===== config.mk =====
export PLATFORM = sky130hd
export DESIGN_NAME = slt_alu_arbiter
export DESIGN_NICKNAME = d
export VERILOG_FILES = /design/src/rtl/slt_alu_pkg.sv /design/src/rtl/slt_alu_arbiter_rr_pick.sv /design/src/rtl/slt_alu_arbiter.sv
export SDC_FILE = /design/constraint.sdc
export NUM_CORES = 1
export LEC_CHECK = 0
export BUFFER_PORTS_ARGS = -buffer_cell sky130_fd_sc_hd__buf_2
export CORE_AREA = 2 2 78 80
export CTS_BUF_LIST = sky130_fd_sc_hd__clkbuf_2 sky130_fd_sc_hd__clkbuf_4 sky130_fd_sc_hd__clkbuf_8
export DETAILED_ROUTE_END_ITERATION = 16
export DIE_AREA = 0 0 80 82
export PLACE_DENSITY = 0.84
export SLEW_MARGIN = 20
export SYNTH_ARGS = -nofsm -noshare
export SYNTH_HDL_FRONTEND = slang
export SYNTH_SLANG_ARGS = --single-unit

===== constraint.sdc =====
create_clock -name clk -period 4.39 [get_ports clk]
set_input_delay 0.878 -clock clk [delete_from_list [all_inputs] [get_ports clk]]
set_output_delay 0.878 -clock clk [all_outputs]
set_load 0.01 [all_outputs]

===== src/rtl/slt_alu_pkg.sv =====
// Shared types and the compare/arithmetic function for the SLT/ALU arbiter.
//   op_t      : 2-bit opcode (SLT, SLTU, ADD, SUB)
//   slot_t    : occupancy of the single result register
//   alu_eval  : width-agnostic evaluation of one opcode (w <= 64)
package slt_alu_pkg;

  localparam int unsigned DEFAULT_WIDTH = 16;

  typedef enum logic [1:0] {
    OP_SLT  = 2'b00,
    OP_SLTU = 2'b01,
    OP_ADD  = 2'b10,
    OP_SUB  = 2'b11
  } op_t;

  typedef enum logic {
    SLOT_EMPTY = 1'b0,
    SLOT_FULL  = 1'b1
  } slot_t;

  // Operands are carried in 64 bits and masked to w bits, so one function
  // serves every WIDTH. Signed compare flips the sign bit and then compares
  // unsigned, which orders two's-complement values correctly.
  function automatic logic [63:0] alu_eval(op_t op, logic [63:0] a, logic [63:0] b,
                                           int unsigned w);
    logic [63:0] mask;
    logic [63:0] sbit;
    logic [63:0] am;
    logic [63:0] bm;
    mask = (w >= 64) ? '1 : ((64'd1 << w) - 64'd1);
    sbit = 64'd1 << (w - 1);
    am   = a & mask;
    bm   = b & mask;
    case (op)
      OP_SLT:  alu_eval = {63'd0, ((am ^ sbit) < (bm ^ sbit))};
      OP_SLTU: alu_eval = {63'd0, (am < bm)};
      OP_ADD:  alu_eval = (am + bm) & mask;
      OP_SUB:  alu_eval = (am - bm) & mask;
      default: alu_eval = '0;
    endcase
  endfunction

endpackage


===== src/rtl/slt_alu_arbiter_rr_pick.sv =====
// Combinational round-robin selector.
//   req : request vector
//   ptr : index with the highest priority this cycle
//   gnt : one-hot grant (zero when no request)
//   idx : encoded index of the granted requester
//   any : at least one request present
module rr_pick #(
  parameter int unsigned N   = 2,
  parameter int unsigned IDW = $clog2(N)
) (
  input  logic [N-1:0]   req,
  input  logic [IDW-1:0] ptr,
  output logic [N-1:0]   gnt,
  output logic [IDW-1:0] idx,
  output logic           any
);

  int unsigned pos;

  // Search upward from ptr with wrap-around; the first hit wins.
  always_comb begin
    gnt = '0;
    idx = '0;
    any = 1'b0;
    pos = 0;
    for (int unsigned i = 0; i < N; i++) begin
      pos = (32'(ptr) + i) % N;
      if (!any && req[pos]) begin
        any      = 1'b1;
        gnt[pos] = 1'b1;
        idx      = IDW'(pos);
      end
    end
  end

endmodule


===== src/rtl/slt_alu_arbiter.sv =====
// Round-robin arbiter sharing one registered SLT/SLTU/ADD/SUB unit.
//   clk, reset_n          : clock, asynchronous active-low reset
//   req_valid/req_ready   : per-requester handshake (ready is one-hot or zero)
//   req_op/req_a/req_b    : per-requester packed opcode and operands
//   res_valid/res_ready   : result handshake
//   res_data/res_id       : registered result and winning requester index
// WIDTH must not exceed 64.
module slt_alu_arbiter
  import slt_alu_pkg::*;
#(
  parameter int unsigned NUM_REQ = 2,
  parameter int unsigned WIDTH   = DEFAULT_WIDTH,
  parameter int unsigned ID_W    = $clog2(NUM_REQ)
) (
  input  logic                     clk,
  input  logic                     reset_n,
  input  logic [NUM_REQ-1:0]       req_valid,
  output logic [NUM_REQ-1:0]       req_ready,
  input  logic [2*NUM_REQ-1:0]     req_op,
  input  logic [WIDTH*NUM_REQ-1:0] req_a,
  input  logic [WIDTH*NUM_REQ-1:0] req_b,
  output logic                     res_valid,
  input  logic                     res_ready,
  output logic [WIDTH-1:0]         res_data,
  output logic [ID_W-1:0]          res_id
);

  slot_t             slot_q, slot_d;
  logic [WIDTH-1:0]  data_q, data_d;
  logic [ID_W-1:0]   id_q, id_d;
  logic [ID_W-1:0]   ptr_q, ptr_d;

  logic              slot_free;
  logic [NUM_REQ-1:0] pick_req;
  logic [NUM_REQ-1:0] pick_gnt;
  logic [ID_W-1:0]   pick_idx;
  logic              pick_any;

  logic [1:0]        sel_op;
  logic [WIDTH-1:0]  sel_a;
  logic [WIDTH-1:0]  sel_b;
  logic [WIDTH-1:0]  alu_res;

  // Masking the requests with reset_n keeps req_ready low while in reset.
  assign slot_free = (slot_q == SLOT_EMPTY) || res_ready;
  assign pick_req  = (slot_free && reset_n) ? req_valid : '0;

  rr_pick #(
    .N   (NUM_REQ),
    .IDW (ID_W)
  ) u_pick (
    .req (pick_req),
    .ptr (ptr_q),
    .gnt (pick_gnt),
    .idx (pick_idx),
    .any (pick_any)
  );

  // Operand mux feeds only the result register, never an output directly.
  always_comb begin
    sel_op = '0;
    sel_a  = '0;
    sel_b  = '0;
    for (int unsigned i = 0; i < NUM_REQ; i++) begin
      if (ID_W'(i) == pick_idx) begin
        sel_op = req_op[2*i +: 2];
        sel_a  = req_a[WIDTH*i +: WIDTH];
        sel_b  = req_b[WIDTH*i +: WIDTH];
      end
    end
    alu_res = WIDTH'(alu_eval(op_t'(sel_op), 64'(sel_a), 64'(sel_b), WIDTH));
  end

  always_ff @(posedge clk or negedge reset_n) begin
    if (!reset_n) begin
      slot_q <= SLOT_EMPTY;
      data_q <= '0;
      id_q   <= '0;
      ptr_q  <= '0;
    end else begin
      slot_q <= slot_d;
      data_q <= data_d;
      id_q   <= id_d;
      ptr_q  <= ptr_d;
    end
  end

  // A transfer always refills the slot, so accept-plus-grant has no bubble.
  always_comb begin
    slot_d = slot_q;
    data_d = data_q;
    id_d   = id_q;
    ptr_d  = ptr_q;
    if (pick_any) begin
      slot_d = SLOT_FULL;
      data_d = alu_res;
      id_d   = pick_idx;
      ptr_d  = (pick_idx == ID_W'(NUM_REQ - 1)) ? '0 : pick_idx + ID_W'(1);
    end else if (res_ready) begin
      slot_d = SLOT_EMPTY;
    end
  end

  always_comb begin
    req_ready = pick_gnt;
    res_valid = (slot_q == SLOT_FULL);
    res_data  = data_q;
    res_id    = id_q;
  end

endmodule


## Yosys cells after proc, flatten, opt, wreduce, memory -nomap -nowiden

Index checks and enable logic that the tools add are counted.

- Flip-flop bits (word level): 19
- Input port bits: 73
- Output and inout bits: 20
- Logic and storage cells: 51

- $add $sub $neg: 4
- $lt $le $gt $ge: 6
- Equality and inequality tests: 3
- Mux-type cells: 22
- Bitwise operators: 4
- Reduce and logical (&&, ||, !) cells: 8

Operators by type and width:

| operator | number |
|---|---|
| $pmux 16 s4 | 1 |
| $lt 16x16->1 | 2 |
| $mux 16 | 2 |
| $add 16x16->16 | 1 |
| $sub 16x16->16 | 1 |
| $mux 1 | 13 |
| $mux 2 | 4 |
| $eq 2x2->1 const B | 2 |
| $logic_and 1x1->1 | 4 |
| $lt 1x2->1 const B | 2 |
| $not 1->1 | 3 |
| $add 1x1->1 const B | 2 |
| $demux 1 s1 | 2 |
| $eq 2x1->1 const B | 1 |
| $ge 1x1->1 const B | 2 |
| $logic_not 2->1 | 1 |
| $or 2x2->2 | 1 |
| $reduce_bool 2->1 | 1 |
| $logic_not 1->1 | 1 |
| $logic_or 1x1->1 | 1 |

## Longest topological paths before layout

Gate-level depths: netlist of the first run.

- Word-level depth: 14
- Mapped depth: 17
- Mapped depth without buffers: 15

## By module

A second synthesis of the first run with hierarchy kept.

- Cells, all modules: 349
- Area, all modules: 2851.5 um^2

Modules (own cells, without submodules):

| module | instances | cells an instance | area each (um^2) | sequential area each (um^2) |
|---|---|---|---|---|
| slt_alu_arbiter | 1 | 344 | 2819.0 | 475.5 |
| rr_pick | 1 | 5 | 32.5 | 0.0 |

## Worst setup path after synthesis of the first run

No wires, ideal clock.

- Kind: input -> register
- Start point: in res_ready
- End point: reg data_q[14], in the netlist res_data[14]
- Library setup time: 128 ps
- Arrival time: 3877 ps
- Data required time: 4262 ps
- Setup slack: 385 ps
- Cell stages on the path: 16
- Buffers on the path: 3
- Cell sequence: nand2b_1 -> nand4_4 -> inv_2 -> buf_6 -> clkbuf_1 -> nand2_1 -> nand2_1 -> ha_1 -> clkbuf_1 -> or2_2 -> a32o_1 -> a21oi_1 -> a21oi_1 -> o41ai_1 -> o221a_2 -> o21ai_1

- Word-level cells in the longest chain between the ends: 12
- Elaborated cells on any way between the ends: 23
- Classes of those cells: 2 x add/sub; 3 x eq/ne; 13 x mux; 5 x reduce/logical

Ends and longest elaborated chain:

| item | RTL line | text |
|---|---|---|
| from (decl) | slt_alu_arbiter.sv:23 | `input logic res_ready,` |
| $logic_or 1x1->1 (*) | slt_alu_arbiter.sv:45 | `assign slot_free = (slot_q == SLOT_EMPTY) \|\| res_ready;` |
| $logic_and 1x1->1 (*) | slt_alu_arbiter.sv:46 | `assign pick_req = (slot_free && reset_n) ? req_valid : '0;` |
| $mux 2 (*) | slt_alu_arbiter.sv:46 |  |
| $mux 1 (implied by the code) (2 in series) | slt_alu_arbiter_rr_pick.sv:28 | `if (!any && req[pos]) begin` |
| $mux 1 | slt_alu_arbiter_rr_pick.sv:28 |  |
| $logic_not 1->1 | slt_alu_arbiter_rr_pick.sv:28 |  |
| $logic_and 1x1->1 | slt_alu_arbiter_rr_pick.sv:28 |  |
| $mux 1 | slt_alu_arbiter_rr_pick.sv:28 |  |
| $mux 16 / $mux 2 (equally long branches) | slt_alu_arbiter.sv:65 | `if (ID_W'(i) == pick_idx) begin` |
| $sub 16x16->16 (tied with other cells) | slt_alu_pkg.sv:38 | `OP_SUB: alu_eval = (am - bm) & mask;` |
| $pmux 16 s4 | slt_alu_pkg.sv:34 | `case (op)` |
| to (signal assigned) | slt_alu_arbiter.sv:82 | `data_q <= data_d;` |
| to (decl) | slt_alu_arbiter.sv:29 | `logic [WIDTH-1:0] data_q, data_d;` |

Every way passes the cells marked *; elsewhere a longest branch is shown, timed or not. The select of a mux whose other input is x is not followed.
A chain may end at the register's enable or synchronous reset.

## Final worst setup path of the first run

- Start point: in res_ready
- End point: reg data_q[13], in the netlist res_data[13]

Same word-level chain as after synthesis.

==> results of run 1 <==
## logic make-up after synthesis
kind of cell / after synthesis
AO/OA/AOI/OAI: 114
XOR/XNOR: 19
adder cells (fa/ha/maj): 35
buffers and inverters: 56
flip-flops: 19
multiplexers: 8
AND/OR/NAND/NOR: 181
## cells in the mapped netlist, drive strengths merged (5+ instances only)
| master | instances | area share, % |
|---|---|---|
| clkbuf | 15 | 1.9 |
| mux2i | 8 | 2.9 |
| dfrtp | 19 | 16 |
| ha | 33 | 14 |
| o31ai | 6 | 1.5 |
| o21ai | 21 | 3.5 |
| nand2 | 118 | 15 |
| o21bai | 10 | 2.5 |
| xor2 | 8 | 2.3 |
| a211oi | 10 | 2.5 |
| nor3 | 8 | 1.5 |
| a31oi | 7 | 1.5 |
| and2 | 5 | 1.0 |
| a21oi | 28 | 4.8 |
| inv | 38 | 4.8 |
| nor2 | 23 | 2.9 |
| xnor2 | 11 | 3.2 |
## worst max path at each step
stage / end / slack (ps)
finish: res_data[13] / 540
global route: res_data[11] / 280
floorplan: res_data[14] / 380
CTS: res_data[12] / 550
detailed placement: res_data[12] / 300
global placement: res_data[12] / 410
## power by group through the flow
stage / Sequential [uW] / Clock (uW) / Combinational, uW
finish: 248 / 127 / 672
global route: 255 / 136 / 742
global placement: 251 / 0 / 644
CTS: 250 / 129 / 661
detailed placement: 253 / 0 / 659
floorplan: 271 / 0 / 435
## cell type report
type	count	area, sq um
Inverter	38	143
Tap cell	75	93.8
Clock buffer	4	48.8
Fill cell	560	2150
Timing Repair Buffer	102	536
Sequential cell	19	475
Multi-Input combinational cell	357	2300
## stage by stage
| stage | worst slack, ps | util (%) |
|---|---|---|
| after global routing | 283 | 62.7 |
| after CTS | 553 | 62.7 |
| after detailed placement | 296 | 61.8 |
| final | 536 | 62.7 |
| after floorplan | 385 | - |
| after global placement | 406 | 61.8 |
## sequential cells by signal, indices dropped and copies added, names as in the netlist
| name | flops |
|---|---|
| res_data | 16 |
| res_valid | 1 |
| res_id | 1 |
| ptr_q | 1 |
## critical path, cell delays in order
cell and delay (ps):
buf_2 80, nand2b_1 250, nand4_4 170, inv_2 130
buf_4 280, nand2_1 100, nand2_1 190, ha_1 300
a21oi_1 230, o2111ai_1 210, o31a_1 320, nand4_1 140
nand3b_1 90, a21oi_1 180, xnor2_1 100, a221o_1 340
## layer usage
layer / global-route usage [%] / up-vias / share of wire, %
met4: 10.0 / 0 / 3.0
met1: 35.1 / 1478 / 46
met5: 0 / - / 0
met3: 2.53 / 29 / 8.7
li1: - / 1677 / -
met2: 40.2 / 188 / 43
==> impl_metrics.csv, run 1 <==
group,metric,value,unit
outcome,status,"finished clean",
sta,tns,0,ps
layout,fin_nets,629,
placed_design,place_area,3550,sq um
setup_path,cp-end-kind,"flop",
cts,cts.sinks,19,
logic_synthesis,synth_nets,540,
logic_synthesis,synth_top_family_by_area,"simple AND/OR/NAND/NOR gates",
pwr,internal_power,571,uW
pwr,p_leak,0.00190,uW
drt,ant_nets,0,
setup_path,worst_r2r_path_depth,15,
logic_synthesis,synth_ff_type,"dfrtp_1",
floorplanning,die_area,6560,sq um
floorplanning,core_area,5750,sq um
logic_synthesis,synth_xor_area_share,5.55,%
layout,drive_gt1_share,23.3,%
sta,skew,4.41,ps
setup_path,start_kind,"input port",
cts,root_buffer,"clkbuf_8",
sta,finalHoldViolCount,0,
hold_path,hold_end,"res_data[11]",
setup_path,rrSetupSlack,870,ps
sta,rsz0062_at_grt,"no",
logic_synthesis,synth_warnings,0,
logic_synthesis,syn_inst,432,
cts,cts_resized,0,
sta,fin_crit_sh,87.8,%
setup_path,arrival,3990,ps
drt,routed_wl,8250,microns
cts,h-tree-depth,1,
setup_path,startpoint,"res_ready",
placed_design,hpwl,6910,microns
pwr,pwr-share-comb,64.2,%
layout,post-route-cell-area,3600,sq um
drt,drt_pre_antenna_iters,5,
logic_synthesis,synth_seq_cells,19,
logic_synthesis,synth_edf_count,0,
hold_path,min_path_type,"reg2reg",
drt,vias,3372,
cts,cts.path.max_buffers,2,
placed_design,portBuffers,92,
pwr,clock_power_share,12.1,%
sta,hold_ws,472,ps
pwr,pwr-share-seq,23.7,%
setup_path,rr_startpoint,"res_valid",
hold_path,hold_start,"res_data[11]",
cts,clk_latency,260,ps
cts,cts_setup_buffers,0,
logic_synthesis,yosysSeqAreaShare,15.8,%
setup_path,r2r_end,"res_data[13]",
cts,holdBufCountCts,0,
logic_synthesis,yosys.area_share.simple,26.7,%
drt,avgRoutedWirePerCell,13.9,microns
grt,antenna_found_initial,0,
pwr,finalPower,1050,uW
floorplanning,rows,28,
grt,grt_util_all_layers,25.2,%
hold_path,whs_path_depth,2,
logic_synthesis,syn-cell-area,3000,sq um
placed_design,dp.cells,591,
logic_synthesis,yosys.area_share.adder,15.1,%
setup_path,crit_type,"in2reg",
sta,fmax,0.259,GHz
layout,diodes,0,
placed_design,place.gp.congestion,0.982,
floorplanning,ios,93,
sta,setup_viol,0,
drt,vias_per_cell,5.67,
logic_synthesis,synth_compound_area_share,26.5,%
logic_synthesis,synthMuxAreaShare,2.92,%
sta,worstMarginPinSlew,536,ps
sta,final.min_clock_period,3850,ps
sta,drv_slew,0,
cts,clk_pin_slew_worst_paths,60,ps
setup_path,path_max_fanout,27,
cts,cts_tree,"built",
logic_synthesis,postSynth.asyncResetShare,100,%
logic_synthesis,ys_types,63,
run,drv_cap,0,
drt,drc,0,
logic_synthesis,synth_area_per_cell,6.95,sq um
pwr,p_sw,476,uW
floorplanning,die_h,82,microns
grt,grt_overflow,0,
pwr,vdd_ir_drop_max,0.000155,V
grt,grt_pass1_vias,2987,
layout,syn_to_final_growth,20.0,%
grt,grt_max_degree,32,
sta,slew_headroom,63.8,%
drt,drt_iter0_drc,303,
floorplanning,start_util,52.2,%
layout,fin_cells,595,
cts,cts_buffers,3,
layout,layout_common_cells,"118 x nand2_1, 92 x buf_2, 37 x inv_1, 33 x ha_1, 27 x a21oi_1",
setup_path,crit_required,4530,ps
pwr,power_density,291,nW/um^2
pwr,swShare,45.4,%
layout,final_common_cell,"nand2_1",
grt,grt_first_pass_wirelength,13400,microns
floorplanning,die_w,80,microns
Power figures use the tool's default switching activity.
==> run 2: changes to the inputs <==
--- a/config.mk
+++ b/config.mk
@@ -6,11 +6,11 @@
 export NUM_CORES = 1
 export LEC_CHECK = 0
 export BUFFER_PORTS_ARGS = -buffer_cell sky130_fd_sc_hd__buf_2
-export CORE_AREA = 2 2 78 80
+export CORE_AREA = 2 2 82 84
 export CTS_BUF_LIST = sky130_fd_sc_hd__clkbuf_2 sky130_fd_sc_hd__clkbuf_4 sky130_fd_sc_hd__clkbuf_8
 export DETAILED_ROUTE_END_ITERATION = 16
-export DIE_AREA = 0 0 80 82
-export PLACE_DENSITY = 0.84
+export DIE_AREA = 0 0 84 86
+export PLACE_DENSITY = 0.8
 export SLEW_MARGIN = 20
 export SYNTH_ARGS = -nofsm -noshare
 export SYNTH_HDL_FRONTEND = slang
==> constraint.sdc (replaced) <==
create_clock -name clk -period 3.2 [get_ports clk]
set_input_delay 0.64 -clock clk [delete_from_list [all_inputs] [get_ports clk]]
set_output_delay 0.64 -clock clk [all_outputs]
set_load 0.01 [all_outputs]
==> run 2 against run 1 <==
Non-clock buffer count increased by 60; sequential share of layout area decreased by 2.4 points; setup slack got worse by 630 ps; critical endpoint is now res_data[12]; register-to-register slack got worse by 890 ps; largest power group unchanged; critical path depth increased by 1; cell count increased by 10%; wire length increased by 14%; sequential cell count unchanged; clock skew decreased by 0.92 ps; largest cell class unchanged; sequential power increased by 36%; critical path type unchanged; the run now ends with setup timing left; via count increased by 7.0%.
==> impl_metrics.csv, run 2 (synthesized netlist as in run 1, its figures left out) <==
group,metric,value,unit
outcome,status,"complete, but fails checks",
outcome,failed_checks,"setup timing",
run,drv_cap,0,
layout,drive_gt1_share,39.5,%
layout,syn_to_final_growth,46.0,%
cts,root_buffer,"clkbuf_8",
placed_design,portBuffers,92,
drt,ant_nets,0,
cts,cts.path.max_buffers,2,
sta,worstMarginPinSlew,501,ps
cts,clk_latency,260,ps
setup_path,start_kind,"input port",
sta,hold_ws,402,ps
floorplanning,ios,93,
layout,final_common_cell,"nand2_1",
sta,fin_crit_sh,103,%
sta,setup_viol,1,
drt,routed_wl,9380,microns
hold_path,min_path_type,"in2async",
sta,final.min_clock_period,3290,ps
setup_path,path_max_fanout,5,
sta,slew_headroom,66.4,%
drt,avgRoutedWirePerCell,14.3,microns
drt,drt_pre_antenna_iters,5,
grt,grt_overflow,0,
sta,drv_slew,0,
drt,wl_met1,4410,microns
floorplanning,start_util,47.8,%
floorplanning,die_w,84,microns
sta,fmax,0.304,GHz
floorplanning,core_area,6280,sq um
setup_path,cp-end-kind,"flop",
setup_path,startpoint,"res_ready",
sta,finalHoldViolCount,0,
drt,wl_met2,4330,microns
setup_path,worst_r2r_path_depth,17,
grt,grt_max_degree,24,
cts,holdBufCountCts,0,
floorplanning,die_h,86,microns
grt,grt_first_pass_wirelength,14700,microns
placed_design,place.gp.congestion,0.873,
sta,setup_ws,-94.1,ps
pwr,p_leak,0.00224,uW
setup_path,arrival,3430,ps
grt,grt_pass1_vias,3260,
drt,vias,3607,
grt,antenna_found_initial,0,
floorplanning,die_area,7220,sq um
layout,fin_nets,689,
setup_path,crit_type,"in2reg",
drt,top_layer_used,"met4",
pwr,vdd_ir_drop_max,0.000330,V
layout,largest_register_ffs,16,
pwr,power_density,390,nW/um^2
drt,vias_per_cell,5.49,
cts,cts.sinks,19,
setup_path,rr_startpoint,"ptr_q",
grt,grt_util_all_layers,24.1,%
setup_path,crit_required,3340,ps
cts,clk_pin_slew_worst_paths,70,ps
cts,cts_tree,"built",
placed_design,hpwl,7480,microns
layout,diodes,0,
cts,cts_buffers,3,
layout,fin_util,69.8,%
drt,drt_iter0_drc,253,
sta,skew,3.49,ps
cts,h-tree-depth,1,
floorplanning,rows,29,
sta,rsz0062_at_grt,"yes",
drt,drc,0,
drt,met3_length,517,microns
layout,layout_common_cells,"109 x nand2_1, 92 x buf_2, 64 x buf_4, 35 x inv_1",
run 2: cell types whose count changed in the layout (fill, tap and decap cells not counted), sizes merged:
cell | previous run | this run
buf | 102 | 161
clkinv | 0 | 1
run 2: power breakdown:
group | leakage (uW) | switching, uW | internal [uW]
logic | 0.00198 | 636 | 570
clock network | 0.0000255 | 78.2 | 86.5
registers | 0.000239 | 33.9 | 304
total | 0.00224 | 748 | 961
run 2: metal layers:
metal,GRT usage (%),up-vias
met5,0,-
met4,5.28,0
met3,1.35,14
met2,40.1,149
met1,34.5,1654
li1,-,1790
run 2: worst paths after layout:
path                                     end  slack (ps)
worst max-delay path            res_data[12]         -90
worst min-delay path             res_data[2]         400
worst max register to register  res_data[12]         -20
worst min register to register   res_data[1]         480
max in group asynchronous        res_data[5]        2580
min in group clk                 res_data[1]         480
run 2: area by class of cell:
class / instances / area [sq um]
multi-input combinational: 357 / 2580
fill: 527 / 1900
timing repair buffer: 162 / 1030
sequential: 19 / 475
inverter: 38 / 145
tap: 77 / 96.3
clock buffer: 3 / 41.3
clock inverter: 1 / 5.00
run 2: what timing repair did:
action                                  in CTS  in global routing
gates cloned                                 0                  1
gates resized for setup                      3                 56
pin swaps                                    0                 19
endpoints found under the setup margin       2                  9
buffers inserted                             0                  7
run 2: worst max-delay path, cell delays in order:
cell	delay, ps
buf_2	90
nand2b_4	130
nand4_4	140
inv_4	110
mux2i_2	220
inv_1	60
ha_2	190
fa_2	360
a31o_4	260
nor3_2	100
o21ai_1	100
a31oi_1	220
o21bai_2	110
buf_4	150
a311o_1	330
a21oi_1	150
a211oi_1	70
run 2: stage by stage:
step	setup TNS [ps]	total power, uW	setup slack [ps]	area, sq um	instances
floorplan	-654	983	-168	3060	432
global placement	-1180	1370	-238	3980	646
detailed placement	-1750	1400	-302	3980	646
CTS	-14.5	1570	-11.8	4030	650
global route	-687	1830	-249	4380	657
finish	-94.1	1710	-94.1	4380	657
